[config.mk]
export PLATFORM = sky130hd
export DESIGN_NAME = fetch_ctrl_flat
export DESIGN_NICKNAME = d
export VERILOG_FILES = /design/src/rtl/fetch_ctrl_pkg.sv /design/src/rtl/fetch_ctrl_if.sv /design/src/rtl/fetch_perf_cnt.sv /design/src/rtl/fetch_ctrl.sv /design/src/flat_wrapper.sv
export SDC_FILE = /design/constraint.sdc
export NUM_CORES = 1
export LEC_CHECK = 0
export BUFFER_PORTS_ARGS = -buffer_cell sky130_fd_sc_hd__buf_2
export CAP_MARGIN = 20
export CORE_MARGIN = 1
export CORE_UTILIZATION = 45
export CTS_CLUSTER_DIAMETER = 120
export DETAILED_ROUTE_END_ITERATION = 8
export PLACE_DENSITY = 0.8
export SLEW_MARGIN = 20
export SYNTH_ARGS = -nofsm -noshare
export SYNTH_HDL_FRONTEND = slang
export SYNTH_SLANG_ARGS = --single-unit
[constraint.sdc]
create_clock -name i_clock -period 2.01 [get_ports i_clock]
set_input_delay 0.201 -clock i_clock [delete_from_list [all_inputs] [get_ports i_clock]]
set_output_delay 0.201 -clock i_clock [all_outputs]
set_load 0.01 [all_outputs]
[src/rtl/fetch_ctrl_pkg.sv]
// fetch_ctrl_pkg: shared widths, reset PC, PC increment and fetch FSM state encoding
package fetch_ctrl_pkg;
  localparam int NB_ADDR = 32;
  localparam int NB_WORD = 32;
  localparam logic [31:0] RESET_PC = 32'h0000_0000;
  localparam int PC_INC = 4;
  typedef enum logic [1:0] {BOOT, FETCH, HALTED} fetch_state_t;
endpackage

[src/rtl/fetch_ctrl_if.sv]
// fetch_ctrl_if: instruction-memory request/ready handshake between fetch control and imem
interface fetch_ctrl_if #(parameter int NB_ADDR = 32);
  logic req;
  logic [NB_ADDR-1:0] addr;
  logic ready;
  modport master(output req, output addr, input ready);
  modport slave(input req, input addr, output ready);
endinterface

[src/rtl/fetch_perf_cnt.sv]
// fetch_perf_cnt: wrapping counters of accepted fetches and hazard-stalled fetch cycles
module fetch_perf_cnt (
  input  logic        i_clock,
  input  logic        i_reset,
  input  logic        fetch_inc,
  input  logic        stall_inc,
  output logic [31:0] fetch_count,
  output logic [31:0] stall_count
);
  // count events; reset clears both
  always_ff @(posedge i_clock)
    if (i_reset) begin
      fetch_count <= '0;
      stall_count <= '0;
    end else begin
      fetch_count <= fetch_count + {31'b0, fetch_inc};
      stall_count <= stall_count + {31'b0, stall_inc};
    end
endmodule

[src/rtl/fetch_ctrl.sv]
// fetch_ctrl: owns the PC, drives imem req/ready, applies stalls, redirects (incl. in-flight) and halts; FETCH_PERF_CNT_EN adds fetch/stall counters
module fetch_ctrl #(
  parameter int NB_ADDR = fetch_ctrl_pkg::NB_ADDR,
  parameter logic [NB_ADDR-1:0] RESET_PC = NB_ADDR'(fetch_ctrl_pkg::RESET_PC),
  parameter int BOOT_CYCLES = 4
) (
  input  logic               i_clock,
  input  logic               i_reset,
  input  logic               i_hazard_detected,
  input  logic               i_branch_taken,
  input  logic [NB_ADDR-1:0] i_branch_addr,
  input  logic               i_halt,
  fetch_ctrl_if.master       imem,
  output logic               o_if_valid,
  output logic               o_flush,
  output logic               o_misaligned,
  output logic               o_halted,
  output logic [31:0]        o_fetch_count,
  output logic [31:0]        o_stall_count
);
  import fetch_ctrl_pkg::*;
  localparam int BW = BOOT_CYCLES > 1 ? $clog2(BOOT_CYCLES) : 1;
  fetch_state_t state;
  logic [NB_ADDR-1:0] pc, br_addr, target;
  logic [BW-1:0] boot_cnt;
  logic br_pending, in_fetch, go, redirect, misaligned, take_br;
  assign in_fetch = state == FETCH && !i_reset;
  assign go = in_fetch & !i_halt;
  assign redirect = i_branch_taken | br_pending;
  assign target = i_branch_taken ? i_branch_addr : br_addr;
  assign misaligned = |target[1:0];
  assign take_br = go & redirect & !misaligned;
  assign imem.req = in_fetch;
  assign imem.addr = pc;
  assign o_flush = in_fetch & i_branch_taken;
  assign o_misaligned = go & redirect & misaligned;
  assign o_if_valid = go & !redirect & !i_hazard_detected & imem.ready;
  assign o_halted = state == HALTED && !i_reset;
  // boot delay, then PC sequencing by priority: halt, bad target, redirect, hazard hold, accept
  always_ff @(posedge i_clock)
    if (i_reset) begin
      state <= BOOT;
      pc <= RESET_PC;
      boot_cnt <= '0;
      br_pending <= 1'b0;
      br_addr <= '0;
    end else begin
      if (state == BOOT) begin
        boot_cnt <= boot_cnt + BW'(1);
        if (boot_cnt == BW'(BOOT_CYCLES - 1)) state <= FETCH;
      end
      if (in_fetch && (i_halt || o_misaligned)) begin
        state <= HALTED;
        br_pending <= 1'b0;
      end
      if (take_br && imem.ready) begin
        pc <= target;
        br_pending <= 1'b0;
      end
      if (take_br && !imem.ready) begin
        br_pending <= 1'b1;
        br_addr <= target;
      end
      if (o_if_valid) pc <= pc + NB_ADDR'(PC_INC);
    end
`ifdef FETCH_PERF_CNT_EN
  logic take_haz;
  assign take_haz = go & !redirect & i_hazard_detected;
  fetch_perf_cnt u_perf (
    .i_clock(i_clock),
    .i_reset(i_reset),
    .fetch_inc(o_if_valid),
    .stall_inc(take_haz),
    .fetch_count(o_fetch_count),
    .stall_count(o_stall_count)
  );
`else
  assign o_fetch_count = '0;
  assign o_stall_count = '0;
`endif
endmodule
[src/flat_wrapper.sv]
// flat-port wrapper written by rule: the top's interface ports become plain ports
module fetch_ctrl_flat import fetch_ctrl_pkg::*;
#(
  parameter int NB_ADDR = fetch_ctrl_pkg::NB_ADDR,
  parameter logic [NB_ADDR-1:0] RESET_PC = NB_ADDR'(fetch_ctrl_pkg::RESET_PC),
  parameter int BOOT_CYCLES = 4
)
  (i_clock, i_reset, i_hazard_detected, i_branch_taken, i_branch_addr, i_halt, o_if_valid, o_flush, o_misaligned, o_halted, o_fetch_count, o_stall_count, imem_req, imem_addr, imem_ready);
  fetch_ctrl_if #(.NB_ADDR(NB_ADDR)) imem_i ();
  input  logic i_clock;
  input  logic i_reset;
  input  logic i_hazard_detected;
  input  logic i_branch_taken;
  input  logic [NB_ADDR-1:0] i_branch_addr;
  input  logic i_halt;
  output logic o_if_valid;
  output logic o_flush;
  output logic o_misaligned;
  output logic o_halted;
  output logic [31:0] o_fetch_count;
  output logic [31:0] o_stall_count;
  output wire logic [$bits(imem_i.req)-1:0] imem_req;
  output wire logic [$bits(imem_i.addr)-1:0] imem_addr;
  input wire logic [$bits(imem_i.ready)-1:0] imem_ready;
  assign imem_req = imem_i.req;
  assign imem_addr = imem_i.addr;
  assign imem_i.ready = imem_ready;
  fetch_ctrl #(.NB_ADDR(NB_ADDR), .RESET_PC(RESET_PC), .BOOT_CYCLES(BOOT_CYCLES)) u_core (.i_clock(i_clock), .i_reset(i_reset), .i_hazard_detected(i_hazard_detected), .i_branch_taken(i_branch_taken), .i_branch_addr(i_branch_addr), .i_halt(i_halt), .imem(imem_i), .o_if_valid(o_if_valid), .o_flush(o_flush), .o_misaligned(o_misaligned), .o_halted(o_halted), .o_fetch_count(o_fetch_count), .o_stall_count(o_stall_count));
endmodule
==> key figures <==
Floorplanning
  – Row count: 34
  – Top-level port count: 139
  – Initial Utilization: 46.8%
  – Core ar.: 8810 um^2
  – Die ar.: 9550 um^2
  – Die W: 97.7 um
  – Die height: 97.7 um

Timing
  – Peak Freq: 510 MHz
  – Tcrit/Tclk final: 97.6%
  – Post-route minimum period: 1960 ps
  – Final TNS setup: 0 ps
  – Final Hold Viols: 0
  – Hold_ws: 98.2 ps
  – Final max-slew violation count: 0
  – Slew headroom: 52.8%
  – Clk_skew: 8.98 ps
  – Worst-Margin Slew: 707 ps
  – Final setup viols: 0

Worst setup path
  – Critical path's slowest cell: or4_1
  – Required time worst endpoint: 2300 ps
  – Crit-path max cell delay: 470 ps
  – Worst EP arrival: 2250 ps
  – CP cell instances: ha_4, nand2_1, nor4_4, nand3_2, buf_4, or4_1, nand3_1
  – Crit-path leading delay family: simple AND/OR/NAND/NOR gates
  – Crit. End Element: flop
  – R2r setup slk: 50 ps
  – CP Launch Type: flop
  – CP Max Fanout: 5
  – Critical path buffers and inverters: 1
  – Crit Path Class: reg2reg

Detailed routing
  – DRC Markers: 22
  – Routed wire length: 10,700 um
  – Initial DRC count: 261
  – Via/cell ratio: 5.56
  – Pre-antenna DRT Iters: 8
  – Final ANT Viol Nets: 0
  – Vias: 3,790
  – Wirelength per Cell: 15.6 um

Yosys
  – Syn avg cell area: 8.76 um^2
  – Mapped Area: 4120 um^2
  – Post-synth EDFFs: 0
  – Yosys warning count: 0
  – Predominant post-synthesis flop cell: dfxtp_1
  – Register bit total from synthesis: 69
  – FFs w/ async S/R, synth: 0%
  – Cell count after synthesis: 471
  – Post-synthesis sequential area ratio: 33.5%
  – Count of different cell masters after synthesis: 58

Final layout
  – N_diodes: 0
  – Share of cells above drive strength 1: 30.0%
  – Final nets: 611
  – Fill cells: 807
  – P&R area growth vs syn: 16.7%
  – Fin util: 54.7%
  – Multi-input logic area: 2400 um^2
  – Final instance area: 4810 um^2
  – Register area: 1380 um^2

Run status
  – Failing checks: DRC
  – Status: complete, but fails checks

Worst hold path
  – Worst hold path class: in2reg

Global route
  – First-pass GRT wire length: 16,800 um
  – Number of global-route vias before repair: 3,363
  – GRT Total Usage: 22.1%
  – GRT Residual Overflow: 0
  – Largest net degree at the start of global routing: 67
  – Initial antenna violation count: 0

Power
  – Static leakage: 2.05 nW
  – Peak supply drop: 441 uV
  – Pwr Total: 2.67 mW
  – Total power per unit cell area: 555 nW/um^2

Clocking
  – CTS H-tree depth: 3
  – CTS max path bufs: 2
  – Clock slew at reported path FFs: 80 ps
  – # hold bufs at CTS: 0
  – Number of CTS-inserted buffers: 9
  – CTS tree: yes
  – Worst-Skew Late Latency: 350 ps
  – Root Buffer: clkbuf_8
  – Clock sinks: 69

Placed design
  – Port-buffer cells: 74
  – Final Wtd Congestion: 0.892
  – DP Area: 4570 um^2
  – Detail Placement HPWL: 7730 um

Job
  – Maxcap violations: 0
cell usage in the layout, fill, tap and decap left out, types with 3 or more instances in the layout:
master     n
o311ai_0   5
dfxtp_1   67
a21oi_1   23
a31oi_1   10
nand3_1   20
a41oi_1    4
nor3_1     8
o22a_1     3
mux2_2    18
and2_1     7
a211oi_1   6
inv_1      5
and3_1     6
xnor2_1    5
buf_2     74
nor3b_1    4
o211ai_1   9
nand2_1   29
conb_1    64
or4_1      7
clkbuf_8  11
o32a_1     3
mux2i_1   41
nor2_1    39
nor2b_1    6
nand4_1    5
nor4_1     3
o21ai_0    7
or2_2      3
buf_4     39
path summary, 6_finish.rpt:
kind,start,to,cells past startpoint
min,i_branch_addr[11],u_core.br_addr[11]$_SDFFE_PP0P_,3
max reg2reg,u_core.imem.addr[3]$_SDFFE_PP0P_,u_core.imem.addr[26]$_SDFFE_PP0P_,7
min reg2reg,u_core.imem.addr[0]$_SDFFE_PP0P_,u_core.imem.addr[0]$_SDFFE_PP0P_,1
max,u_core.imem.addr[3]$_SDFFE_PP0P_,u_core.imem.addr[26]$_SDFFE_PP0P_,7
cells in the mapped netlist (5+ instances only):
library cell   n  area (um^2)
a31oi_1       10         62.6
and2_1         7         43.8
inv_1          5         18.8
or4_1          7         52.6
a21oi_1       24          120
mux2_2        18          203
nor2_1        39          146
nand2_1       29          109
buf_2          7         35.0
mux2i_1       41          410
nand3_1       21          105
xnor2_1        5         43.8
nor2b_1        6         37.5
nor3_1         9         45.0
dfxtp_1       69         1380
a211oi_1       7         52.6
o211ai_1       9         67.6
and3_1         6         37.5
o21ai_0        7         35.0
buf_4         66          495
nand4_1        5         31.3
clkbuf_1      10         37.5
o311ai_0       5         43.8
stage by stage:
| step | worst slack, ps | instances |
|---|---|---|
| finish | 47.5 | 682 |
| CTS | 46.8 | 677 |
| floorplan | 148 | 534 |
| detailed placement | -1.68 | 663 |
| global route | -1.10 | 682 |
| global placement | 78.8 | 663 |
worst register-to-register path, stage by stage (launching register included):
cell and delay (ps):
dfxtp_1 390, ha_4 190, nand2_1 90, nor4_4 310
nand3_2 170, buf_4 180, or4_1 470, nand3_1 90
final cells by class:
type                       instances  area share, %
clock buffer                      12           3.22
clock inverter                     2          0.208
inverter                           6          0.520
multi-input combinational        370           49.9
sequential                        69           28.7
tap                              108           2.81
timing repair buffer             115           14.6
where the power goes:
group	total, mW	internal, mW	switching (mW)
clock	1.01	0.498	0.512
sequential	1.39	1.38	0.0110
combinational	0.269	0.0985	0.171
flip-flops by register name, summed over array words and instances, names as in the netlist:
signal and flops:
u_core.imem.addr 32, u_core.boot_cnt 2, u_core.state 2, u_core.br_addr 32
u_core.br_pending 1
cell families after synthesis:
family                   after synthesis  share of synthesized area, %
AND/OR/NAND/NOR                      156                          20.9
adder cells (fa/ha/maj)                2                         0.607
XOR/XNOR                               5                          1.06
multiplexers                          59                          14.9
buffers and inverters                 95                          14.9
other                                  1                        0.0909
AO/OA/AOI/OAI                         84                          14.1
flip-flops                            69                          33.5
per-layer routing:
metal  wire [um]  GRT usage [%]  up-vias
met5           0              0        -
met3         800           5.80       24
met2        5260           37.9      197
met4         261           8.04        0
met1        4330           26.7     1798
li1            -              -     1771
repair_timing:
action                     4_1_cts  5_1_grt
setup buffers                    0        5
gates resized for setup          1        9
pin swaps                        0        4
cloned                           0        0
setup endpoints to repair        4       10
Power figures use the tool's default switching activity.
